===== src/rtl/axi4l2ahbl_if.sv =====
// axi4l2ahbl_if: bundles the AXI4-Lite slave port and the AHB-Lite master port
// of the axi4l2ahbl bridge. The "slave" modport is the bridge's own view, because
// the bridge is the AXI slave. The "master" modport is the view of the surrounding
// logic, which is the AXI master and also the AHB peripheral.
interface axi4l2ahbl_if;
  logic [31:0] axi_awaddr;
  logic        axi_awvalid;
  logic        axi_awready;
  logic [31:0] axi_wdata;
  logic [3:0]  axi_wstrb;
  logic        axi_wvalid;
  logic        axi_wready;
  logic [1:0]  axi_bresp;
  logic        axi_bvalid;
  logic        axi_bready;
  logic [31:0] axi_araddr;
  logic        axi_arvalid;
  logic        axi_arready;
  logic [31:0] axi_rdata;
  logic [1:0]  axi_rresp;
  logic        axi_rvalid;
  logic        axi_rready;
  logic [31:0] ahb_haddr;
  logic [1:0]  ahb_htrans;
  logic        ahb_hwrite;
  logic [2:0]  ahb_hsize;
  logic [31:0] ahb_hwdata;
  logic [31:0] ahb_hrdata;
  logic        ahb_hready;
  logic        ahb_hresp;

  modport slave (
    input  axi_awaddr, axi_awvalid, axi_wdata, axi_wstrb, axi_wvalid, axi_bready,
           axi_araddr, axi_arvalid, axi_rready,
    output axi_awready, axi_wready, axi_bresp, axi_bvalid, axi_arready,
           axi_rdata, axi_rresp, axi_rvalid,
    output ahb_haddr, ahb_htrans, ahb_hwrite, ahb_hsize, ahb_hwdata,
    input  ahb_hrdata, ahb_hready, ahb_hresp
  );

  modport master (
    output axi_awaddr, axi_awvalid, axi_wdata, axi_wstrb, axi_wvalid, axi_bready,
           axi_araddr, axi_arvalid, axi_rready,
    input  axi_awready, axi_wready, axi_bresp, axi_bvalid, axi_arready,
           axi_rdata, axi_rresp, axi_rvalid,
    input  ahb_haddr, ahb_htrans, ahb_hwrite, ahb_hsize, ahb_hwdata,
    output ahb_hrdata, ahb_hready, ahb_hresp
  );
endinterface


===== src/rtl/axi4l2ahbl.sv =====
// axi4l2ahbl: AXI4-Lite slave to AHB-Lite master bridge, one transaction in flight.
// Each accepted AXI read or write becomes a single NONSEQ AHB transfer. HRDATA and
// HRESP come back as the AXI R or B response. When reads and writes arrive
// together, they alternate round-robin, and a read wins first after reset.
// Optional macro AXI4L2AHBL_STRB_CHECK_EN: when it is defined, a write with an
// unsupported strobe pattern gets SLVERR and no bus transfer. When it is not
// defined, such a write is issued as a full word write.
module axi4l2ahbl (
  input logic         aclk,
  input logic         areset,
  axi4l2ahbl_if.slave bus
);

  typedef enum logic [1:0] {S_IDLE, S_ADDR, S_DATA, S_RESP} state_t;

  localparam logic [1:0] HTRANS_IDLE   = 2'b00;
  localparam logic [1:0] HTRANS_NONSEQ = 2'b10;
  localparam logic [2:0] HSIZE_BYTE    = 3'b000;
  localparam logic [2:0] HSIZE_HALF    = 3'b001;
  localparam logic [2:0] HSIZE_WORD    = 3'b010;
  localparam logic [1:0] RESP_OKAY     = 2'b00;
  localparam logic [1:0] RESP_SLVERR   = 2'b10;

  state_t      state, state_d;
  logic        last_wr;
  logic        cur_wr;
  logic [31:0] haddr_q;
  logic [2:0]  hsize_q;
  logic        hwrite_q;
  logic [31:0] hwdata_q;
  logic [31:0] rdata_q;
  logic [1:0]  resp_q;

  logic        wr_cand;
  logic        rd_cand;
  logic        acc_wr;
  logic        acc_rd;
  logic        resp_done;
  logic        strb_bad;
  logic [2:0]  strb_size;
  logic [1:0]  strb_lane;
  logic [1:0]  htrans_d;
  logic        bvalid_d;
  logic        rvalid_d;
  logic        unused_addr_bits;

  // Translate the write strobe into an AHB transfer size and a byte-lane offset.
  // Any strobe pattern not listed here falls back to an aligned word.
  always_comb begin
    strb_size = HSIZE_WORD;
    strb_lane = 2'b00;
    case (bus.axi_wstrb)
      4'b0001: begin strb_size = HSIZE_BYTE; strb_lane = 2'b00; end
      4'b0010: begin strb_size = HSIZE_BYTE; strb_lane = 2'b01; end
      4'b0100: begin strb_size = HSIZE_BYTE; strb_lane = 2'b10; end
      4'b1000: begin strb_size = HSIZE_BYTE; strb_lane = 2'b11; end
      4'b0011: begin strb_size = HSIZE_HALF; strb_lane = 2'b00; end
      4'b1100: begin strb_size = HSIZE_HALF; strb_lane = 2'b10; end
      default: begin strb_size = HSIZE_WORD; strb_lane = 2'b00; end
    endcase
  end

`ifdef AXI4L2AHBL_STRB_CHECK_EN
  assign strb_bad = !(bus.axi_wstrb inside {4'b0001, 4'b0010, 4'b0100, 4'b1000,
                                            4'b0011, 4'b1100, 4'b1111});
`else
  assign strb_bad = 1'b0;
`endif

  // A write needs both AW and W to be valid. The last_wr flag breaks ties.
  assign wr_cand   = bus.axi_awvalid & bus.axi_wvalid;
  assign rd_cand   = bus.axi_arvalid;
  assign acc_wr    = (state == S_IDLE) & ~areset & wr_cand & (~rd_cand | ~last_wr);
  assign acc_rd    = (state == S_IDLE) & ~areset & rd_cand & (~wr_cand | last_wr);
  assign resp_done = (state == S_RESP) & (cur_wr ? bus.axi_bready : bus.axi_rready);

  // Compute the next state and the state-decoded outputs (htrans and the response valids).
  always_comb begin
    state_d  = state;
    htrans_d = HTRANS_IDLE;
    bvalid_d = 1'b0;
    rvalid_d = 1'b0;
    case (state)
      S_IDLE: begin
        if (acc_wr) begin
          state_d = strb_bad ? S_RESP : S_ADDR;
        end else if (acc_rd) begin
          state_d = S_ADDR;
        end
      end
      S_ADDR: begin
        htrans_d = HTRANS_NONSEQ;
        if (bus.ahb_hready) begin
          state_d = S_DATA;
        end
      end
      S_DATA: begin
        if (bus.ahb_hready) begin
          state_d = S_RESP;
        end
      end
      S_RESP: begin
        bvalid_d = cur_wr;
        rvalid_d = ~cur_wr;
        if (resp_done) begin
          state_d = S_IDLE;
        end
      end
      default: state_d = S_IDLE;
    endcase
  end

  // State register.
  always_ff @(posedge aclk) begin
    if (areset) begin
      state <= S_IDLE;
    end else begin
      state <= state_d;
    end
  end

  // Datapath. It captures the request at accept time, captures the AHB result at
  // the end of the data phase, and updates the round-robin flag when the AXI side
  // takes the response.
  always_ff @(posedge aclk) begin
    if (areset) begin
      last_wr  <= 1'b1;
      cur_wr   <= 1'b0;
      haddr_q  <= 32'h0;
      hsize_q  <= HSIZE_WORD;
      hwrite_q <= 1'b0;
      hwdata_q <= 32'h0;
      rdata_q  <= 32'h0;
      resp_q   <= RESP_OKAY;
    end else begin
      if (acc_wr) begin
        cur_wr   <= 1'b1;
        hwrite_q <= 1'b1;
        haddr_q  <= {bus.axi_awaddr[31:2], strb_lane};
        hsize_q  <= strb_size;
        hwdata_q <= bus.axi_wdata;
        resp_q   <= strb_bad ? RESP_SLVERR : RESP_OKAY;
      end else if (acc_rd) begin
        cur_wr   <= 1'b0;
        hwrite_q <= 1'b0;
        haddr_q  <= {bus.axi_araddr[31:2], 2'b00};
        hsize_q  <= HSIZE_WORD;
      end
      if ((state == S_DATA) && bus.ahb_hready) begin
        resp_q <= bus.ahb_hresp ? RESP_SLVERR : RESP_OKAY;
        if (!cur_wr) begin
          rdata_q <= bus.ahb_hrdata;
        end
      end
      if (resp_done) begin
        last_wr <= cur_wr;
      end
    end
  end

  // The low address bits come from the strobe (writes) or are forced to zero (reads).
  assign unused_addr_bits = ^{bus.axi_awaddr[1:0], bus.axi_araddr[1:0]};

  assign bus.axi_awready = acc_wr;
  assign bus.axi_wready  = acc_wr;
  assign bus.axi_arready = acc_rd;
  assign bus.axi_bvalid  = bvalid_d;
  assign bus.axi_rvalid  = rvalid_d;
  assign bus.axi_bresp   = resp_q;
  assign bus.axi_rresp   = resp_q;
  assign bus.axi_rdata   = rdata_q;
  assign bus.ahb_htrans  = htrans_d;
  assign bus.ahb_haddr   = haddr_q;
  assign bus.ahb_hsize   = hsize_q;
  assign bus.ahb_hwrite  = hwrite_q;
  assign bus.ahb_hwdata  = hwdata_q;

endmodule


===== src/flat_wrapper.sv =====
// flat-port wrapper written by rule: the top's interface ports become plain ports
module axi4l2ahbl_flat 
  (aclk, areset, bus_axi_awaddr, bus_axi_awvalid, bus_axi_wdata, bus_axi_wstrb, bus_axi_wvalid, bus_axi_bready, bus_axi_araddr, bus_axi_arvalid, bus_axi_rready, bus_axi_awready, bus_axi_wready, bus_axi_bresp, bus_axi_bvalid, bus_axi_arready, bus_axi_rdata, bus_axi_rresp, bus_axi_rvalid, bus_ahb_haddr, bus_ahb_htrans, bus_ahb_hwrite, bus_ahb_hsize, bus_ahb_hwdata, bus_ahb_hrdata, bus_ahb_hready, bus_ahb_hresp);
  axi4l2ahbl_if bus_i ();
  input logic aclk;
  input logic areset;
  input wire logic [$bits(bus_i.axi_awaddr)-1:0] bus_axi_awaddr;
  input wire logic [$bits(bus_i.axi_awvalid)-1:0] bus_axi_awvalid;
  input wire logic [$bits(bus_i.axi_wdata)-1:0] bus_axi_wdata;
  input wire logic [$bits(bus_i.axi_wstrb)-1:0] bus_axi_wstrb;
  input wire logic [$bits(bus_i.axi_wvalid)-1:0] bus_axi_wvalid;
  input wire logic [$bits(bus_i.axi_bready)-1:0] bus_axi_bready;
  input wire logic [$bits(bus_i.axi_araddr)-1:0] bus_axi_araddr;
  input wire logic [$bits(bus_i.axi_arvalid)-1:0] bus_axi_arvalid;
  input wire logic [$bits(bus_i.axi_rready)-1:0] bus_axi_rready;
  output wire logic [$bits(bus_i.axi_awready)-1:0] bus_axi_awready;
  output wire logic [$bits(bus_i.axi_wready)-1:0] bus_axi_wready;
  output wire logic [$bits(bus_i.axi_bresp)-1:0] bus_axi_bresp;
  output wire logic [$bits(bus_i.axi_bvalid)-1:0] bus_axi_bvalid;
  output wire logic [$bits(bus_i.axi_arready)-1:0] bus_axi_arready;
  output wire logic [$bits(bus_i.axi_rdata)-1:0] bus_axi_rdata;
  output wire logic [$bits(bus_i.axi_rresp)-1:0] bus_axi_rresp;
  output wire logic [$bits(bus_i.axi_rvalid)-1:0] bus_axi_rvalid;
  output wire logic [$bits(bus_i.ahb_haddr)-1:0] bus_ahb_haddr;
  output wire logic [$bits(bus_i.ahb_htrans)-1:0] bus_ahb_htrans;
  output wire logic [$bits(bus_i.ahb_hwrite)-1:0] bus_ahb_hwrite;
  output wire logic [$bits(bus_i.ahb_hsize)-1:0] bus_ahb_hsize;
  output wire logic [$bits(bus_i.ahb_hwdata)-1:0] bus_ahb_hwdata;
  input wire logic [$bits(bus_i.ahb_hrdata)-1:0] bus_ahb_hrdata;
  input wire logic [$bits(bus_i.ahb_hready)-1:0] bus_ahb_hready;
  input wire logic [$bits(bus_i.ahb_hresp)-1:0] bus_ahb_hresp;
  assign bus_i.axi_awaddr = bus_axi_awaddr;
  assign bus_i.axi_awvalid = bus_axi_awvalid;
  assign bus_i.axi_wdata = bus_axi_wdata;
  assign bus_i.axi_wstrb = bus_axi_wstrb;
  assign bus_i.axi_wvalid = bus_axi_wvalid;
  assign bus_i.axi_bready = bus_axi_bready;
  assign bus_i.axi_araddr = bus_axi_araddr;
  assign bus_i.axi_arvalid = bus_axi_arvalid;
  assign bus_i.axi_rready = bus_axi_rready;
  assign bus_axi_awready = bus_i.axi_awready;
  assign bus_axi_wready = bus_i.axi_wready;
  assign bus_axi_bresp = bus_i.axi_bresp;
  assign bus_axi_bvalid = bus_i.axi_bvalid;
  assign bus_axi_arready = bus_i.axi_arready;
  assign bus_axi_rdata = bus_i.axi_rdata;
  assign bus_axi_rresp = bus_i.axi_rresp;
  assign bus_axi_rvalid = bus_i.axi_rvalid;
  assign bus_ahb_haddr = bus_i.ahb_haddr;
  assign bus_ahb_htrans = bus_i.ahb_htrans;
  assign bus_ahb_hwrite = bus_i.ahb_hwrite;
  assign bus_ahb_hsize = bus_i.ahb_hsize;
  assign bus_ahb_hwdata = bus_i.ahb_hwdata;
  assign bus_i.ahb_hrdata = bus_ahb_hrdata;
  assign bus_i.ahb_hready = bus_ahb_hready;
  assign bus_i.ahb_hresp = bus_ahb_hresp;
  axi4l2ahbl u_core (.aclk(aclk), .areset(areset), .bus(bus_i));
endmodule

===== config.mk =====
export PLATFORM = sky130hd
export DESIGN_NAME = axi4l2ahbl_flat
export DESIGN_NICKNAME = d
export VERILOG_FILES = /design/src/rtl/axi4l2ahbl_if.sv /design/src/rtl/axi4l2ahbl.sv /design/src/flat_wrapper.sv
export SDC_FILE = /design/constraint.sdc
export NUM_CORES = 1
export LEC_CHECK = 0
export BUFFER_PORTS_ARGS = -buffer_cell sky130_fd_sc_hd__clkbuf_2
export CORE_MARGIN = 4
export CORE_UTILIZATION = 47
export DETAILED_ROUTE_END_ITERATION = 10
export PLACE_DENSITY = 0.86
export SYNTH_ARGS = -nofsm -noshare
export SYNTH_HDL_FRONTEND = slang
export SYNTH_SLANG_ARGS = --single-unit

===== constraint.sdc =====
create_clock -name aclk -period 3.9 [get_ports aclk]
set_clock_uncertainty 0.15 [all_clocks]
set_input_delay 0.78 -clock aclk [delete_from_list [all_inputs] [get_ports aclk]]
set_output_delay 0.78 -clock aclk [all_outputs]
set_load 0.01 [all_outputs]

## Word-level counts from Yosys, hierarchy flattened

Cells that the tools add are included.

| word-level totals | value |
|---|---|
| register bits after elaboration | 105 |
| input bits | 141 |
| output and inout bits | 111 |
| logic and storage cells | 65 |

| cells by class | value |
|---|---|
| equality and inequality tests | 13 |
| mux-type cells | 21 |
| bitwise operators | 14 |
| reductions and logical operators | 9 |

Operators with widths:

| cell | count |
|---|---|
| two-way mux 32 bit | 2 |
| two-way mux 2 bit | 9 |
| equality test 4 x 2 -> 1 bit (second input constant) | 2 |
| equality test 4 bit (second input constant) | 2 |
| case mux 2 bit (4 select lines) | 1 |
| bitwise AND 1 bit | 7 |
| two-way mux 3 bit | 2 |
| case mux 2 bit (3 select lines) | 1 |
| two-way mux 1 bit | 5 |
| inverter 1 bit | 5 |
| equality test 2 bit (second input constant) | 2 |
| equality test 4 x 1 -> 1 bit (second input constant) | 1 |
| equality test 4 x 3 -> 1 bit (second input constant) | 1 |
| inequality test 2 bit (second input constant) | 2 |
| case mux 2 bit (2 select lines) | 1 |
| AND reduction 4 bit | 1 |
| nonzero test 2 bit | 2 |
| OR reduction 2 bit | 2 |
| OR reduction 4 bit | 1 |
| inequality test 3 bit (second input constant) | 1 |
| equality test 2 x 1 -> 1 bit (second input constant) | 1 |
| zero test 2 bit | 1 |
| inequality test 2 x 1 -> 1 bit (second input constant) | 1 |
| OR 1 bit | 2 |
| other kinds (2) | 2 |

## Depth between registers and ports, before layout

| depth | value |
|---|---|
| depth in word-level cells | 7 |
| mapped depth | 9 |
| gate-level depth less buffers | 7 |

## Least setup slack after synthesis

OpenSTA, ideal clock, no wires.

| path | value |
|---|---|
| path type | input to output |
| start | in areset |
| end | out bus_axi_wready |
| data arrival time | 1.696 ns |
| data required time | 2.970 ns |
| slack | 1.274 ns |
| stages | 6 |
| buffers on the path | 3 |
| cell sequence | nand2b_4 -> a211o_2 -> inv_2 -> buf_6 -> buf_6 -> buf_4 |

| on the way | value |
|---|---|
| cells in the longest elaborated chain, start to end | 4 |

Ends and longest elaborated chain:

| element | line | source |
|---|---|---|
| from (decl) | flat_wrapper.sv:6 | `input logic areset;` |
| inverter 1 bit | axi4l2ahbl.sv:73 | `assign acc_wr = (state == S_IDLE) & ~areset & wr_cand & (~rd_cand \| ~last_wr);` |
| bitwise AND 1 bit (3 in series) | axi4l2ahbl.sv:73 |  |
| to (decl) | flat_wrapper.sv:17 | `output wire logic [$bits(bus_i.axi_wready)-1:0] bus_axi_wready;` |

No other way between the ends.

## Worst setup path in the final report

| path | value |
|---|---|
| start | reg u_core.state[1] |
| end | out bus_axi_awready |

| on the way | value |
|---|---|
| cells in the longest elaborated chain, start to end | 4 |

Ends and longest elaborated chain:

| element | line | source |
|---|---|---|
| from (decl) | axi4l2ahbl.sv:24 | `state_t state, state_d;` |
| from (signal assigned) | axi4l2ahbl.sv:118 | `state <= state_d;` |
| zero test 2 bit | axi4l2ahbl.sv:73 |  |
| bitwise AND 1 bit (3 in series) | axi4l2ahbl.sv:73 |  |
| to (decl) | flat_wrapper.sv:16 | `output wire logic [$bits(bus_i.axi_awready)-1:0] bus_axi_awready;` |

No other way between the ends.

==> flow_metrics.tcl <==
set metrics [dict create \
    yosysSeqAreaShare 0.489 \
    ctsRootBufferMaster "clkbuf_8" \
    fillCellCount 767 \
    min_period_ns 2.97 \
    endpoint_kind "primary output" \
    power.density_mw_per_mm2 484 \
    drt-pass1-iter-count 4 \
    initial_utilization 0.483 \
    area_growth_pct 32.3 \
    wl_mm 12.0 \
    hp-class "flip-flop to flip-flop" \
    port_buffers 243 \
    clkTransAtPathRegs_ns 0.10 \
    dp_hpwl_mm 9.07 \
    cts_tree "yes" \
    grtUsageTotal 0.210 \
    reg2reg_slack_ns 1.29 \
    setup_viol 0 \
    use_met1 0.235 \
    synth-seq-cells 103 \
    synthCells 515 \
    setup_ws_ns 0.926 \
    synth_cell_types 33 \
    via_per_inst 5.01 \
    crit_required_ns 2.97 \
    tightest_slew_ns 1.05 \
    grt_pass1_wl_mm 17.7 \
    hold_ws_ns 0.305 \
    drt_iter0_drc 74 \
    vias 4240 \
    cts_hold_buf 0 \
    netlist_area_mm2 0.00421 \
    status "finished clean" \
    slew_headroom 0.299 \
    core_area_mm2 0.00872 \
    finalSetupTns_ns 0 \
    cts_resized 0 \
    clock_sinks 103 \
    crit_fanout 25 \
    path_cells "inv_1 > ha_1 > nand2b_4 > a211o_2 > inv_2 > clkbuf_2" \
    peakVddDrop_v 0.000263 \
    wl_per_cell_um 14.1 \
    grt.overflow.total 0 \
    post_cts_buffers 0 \
    avgSynthCellArea_um2 8.18 \
    antennaDiodeCount 0 \
    synth_top_area_cell "dfxtp_1" \
    antenna_left 0 \
    gp_congestion 0.735 \
    critical_path_class "flip-flop to primary output" \
    multi_input_area_mm2 0.00190 \
    die_y_um 103 \
    p_leak_nw 2.53 \
    fmax_ghz 0.336 \
    htreeDepth 3 \
    dieArea_mm2 0.0105 \
    drc_errors 0 \
    slowest_delay_ns 0.34 \
    clk-insertion-delay-late_ns 0.34 \
    rsz0062_at_grt "no" \
    cap_violations 0 \
    dpl_cell_area_mm2 0.00538 \
    numCtsBuffers 9 \
    register_area_mm2 0.00206 \
    ys.warnings.count 0 \
    final-max-slew-violation-count 0 \
    worstSetupStartpointType "flip-flop" \
    drive_gt1_frac 0.398 \
    pin_count 252 \
    cp_slowest_cell "dfxtp_1" \
    grt_pass1_vias 3863 \
    arrival_ns 2.04 \
    antenna_found_initial 0 \
    use_met2 0.375 \
    die_x_um 103 \
    nNetsFinal 879 \
    synth_area_leaders "dfxtp_1 49%, nand2_1 17%, a311oi_2 8.6%" \
    num_rows 34 \
    fin_area_mm2 0.00557 \
    clk_path_buf_depth 2 \
    finalCritPeriodShare 0.763 \
    use_met3 0.0717 \
    place_ws_ns 1.03 \
    fin_total_pwr_w 0.00270 \
    synth_top_area_share 0.489 \
    grt_max_degree 65 \
    hold_viol 0 \
    grt.busiest_layer "met2" \
]
path summary, 6_finish.rpt:
path,depth (start not counted),start,endpoint
min reg2reg,2,u_core.bus.axi_rdata[0]$_SDFFE_PP0P_,u_core.bus.axi_rdata[0]$_SDFFE_PP0P_
max,6,u_core.state[1]$_SDFFE_PP0P_,bus_axi_awready
min,2,u_core.bus.axi_rdata[0]$_SDFFE_PP0P_,u_core.bus.axi_rdata[0]$_SDFFE_PP0P_
max reg2reg,8,u_core.state[1]$_SDFFE_PP0P_,u_core.bus.ahb_haddr[22]$_SDFFE_PP0P_
cell usage in the layout, fill, tap and decap left out, types with 2 or more instances in the layout:
cell | Yosys | layout
nor2_1 | 39 | 37
clkbuf_8 | 0 | 9
and3_1 | 2 | 2
a311oi_1 | 6 | 6
o21ai_0 | 2 | 2
inv_2 | 2 | 2
inv_6 | 0 | 2
a311oi_2 | 24 | 24
buf_4 | 8 | 7
nand2_1 | 193 | 193
clkbuf_2 | 0 | 242
xnor2_1 | 2 | 2
a21oi_1 | 71 | 71
inv_1 | 2 | 2
nor3_1 | 2 | 2
conb_1 | 1 | 4
nand3_1 | 2 | 2
a211oi_1 | 2 | 2
a22oi_1 | 2 | 2
clkinvlp_4 | 0 | 3
ha_1 | 4 | 4
dfxtp_1 | 103 | 103
or2_1 | 2 | 2
Yosys cell counts, drive strengths merged:
library cell	count
nand2	193
dfxtp	103
a21oi	71
nor2	39
a311oi	30
buf	26
clkbuf	18
ha	4
inv	4
o21ai	3
a211oi	2
a22oi	2
and3	2
nand3	2
nor3	2
or2	2
xnor2	2
a211o	1
a2bb2oi	1
a41o	1
and2	1
conb	1
mux2i	1
nand2b	1
nor2b	1
o2111a	1
o22ai	1
state kept, by name, indices dropped and copies added (netlist names):
name and flops:
u_core.bus.ahb_haddr 32, u_core.bus.ahb_hsize 2, u_core.bus.ahb_hwdata 32, u_core.bus.axi_bresp 1, u_core.bus.axi_rdata 32, u_core.cur_wr 1, u_core.last_wr 1, u_core.state 2
through the flow:
step	utilization	instances
after global placement	0.617	831
after floorplan	-	518
after CTS	0.639	846
final	0.639	846
after detailed placement	0.617	831
after global routing	0.639	846
area by class of cell:
class / count / share of cell area
Inverter: 4 / 0.00269
Clock buffer: 9 / 0.0222
Clock inverter: 6 / 0.0126
Tap cell: 108 / 0.0242
Multi-Input combinational cell: 367 / 0.342
Sequential cell: 103 / 0.370
Timing Repair Buffer: 249 / 0.227
critical path: cells and delay by family (launching register included):
family                     cells  cell delay [ns]
AOI/OAI and AO/OA              1             0.32
adders and majority gates      1             0.27
buffers and inverters          3             0.66
DFF                            1             0.34
and+or+nand+nor                1             0.09
layer usage:
metal,part of all wire,up-vias
met5,0,-
met4,0.018,0
met3,0.098,18
met2,0.51,177
met1,0.37,1912
li1,-,2133
cell families after synthesis:
family	share of synthesized area
compound gates	0.204
flops	0.489
other cells	0.000890
simple gates	0.224
xor+xnor	0.00416
buf+inv	0.0638
mux	0.00238
fa+ha+maj	0.0119
where the power goes:
group | total [W] | internal, W | switching, W | leakage [nW]
Combinational | 0.000781 | 0.000317 | 0.000464 | 1.60
Sequential | 0.00125 | 0.00118 | 0.0000726 | 0.837
Clock | 0.000664 | 0.000298 | 0.000366 | 0.0883
No activity file was read; power rests on OpenSTA's default activity.
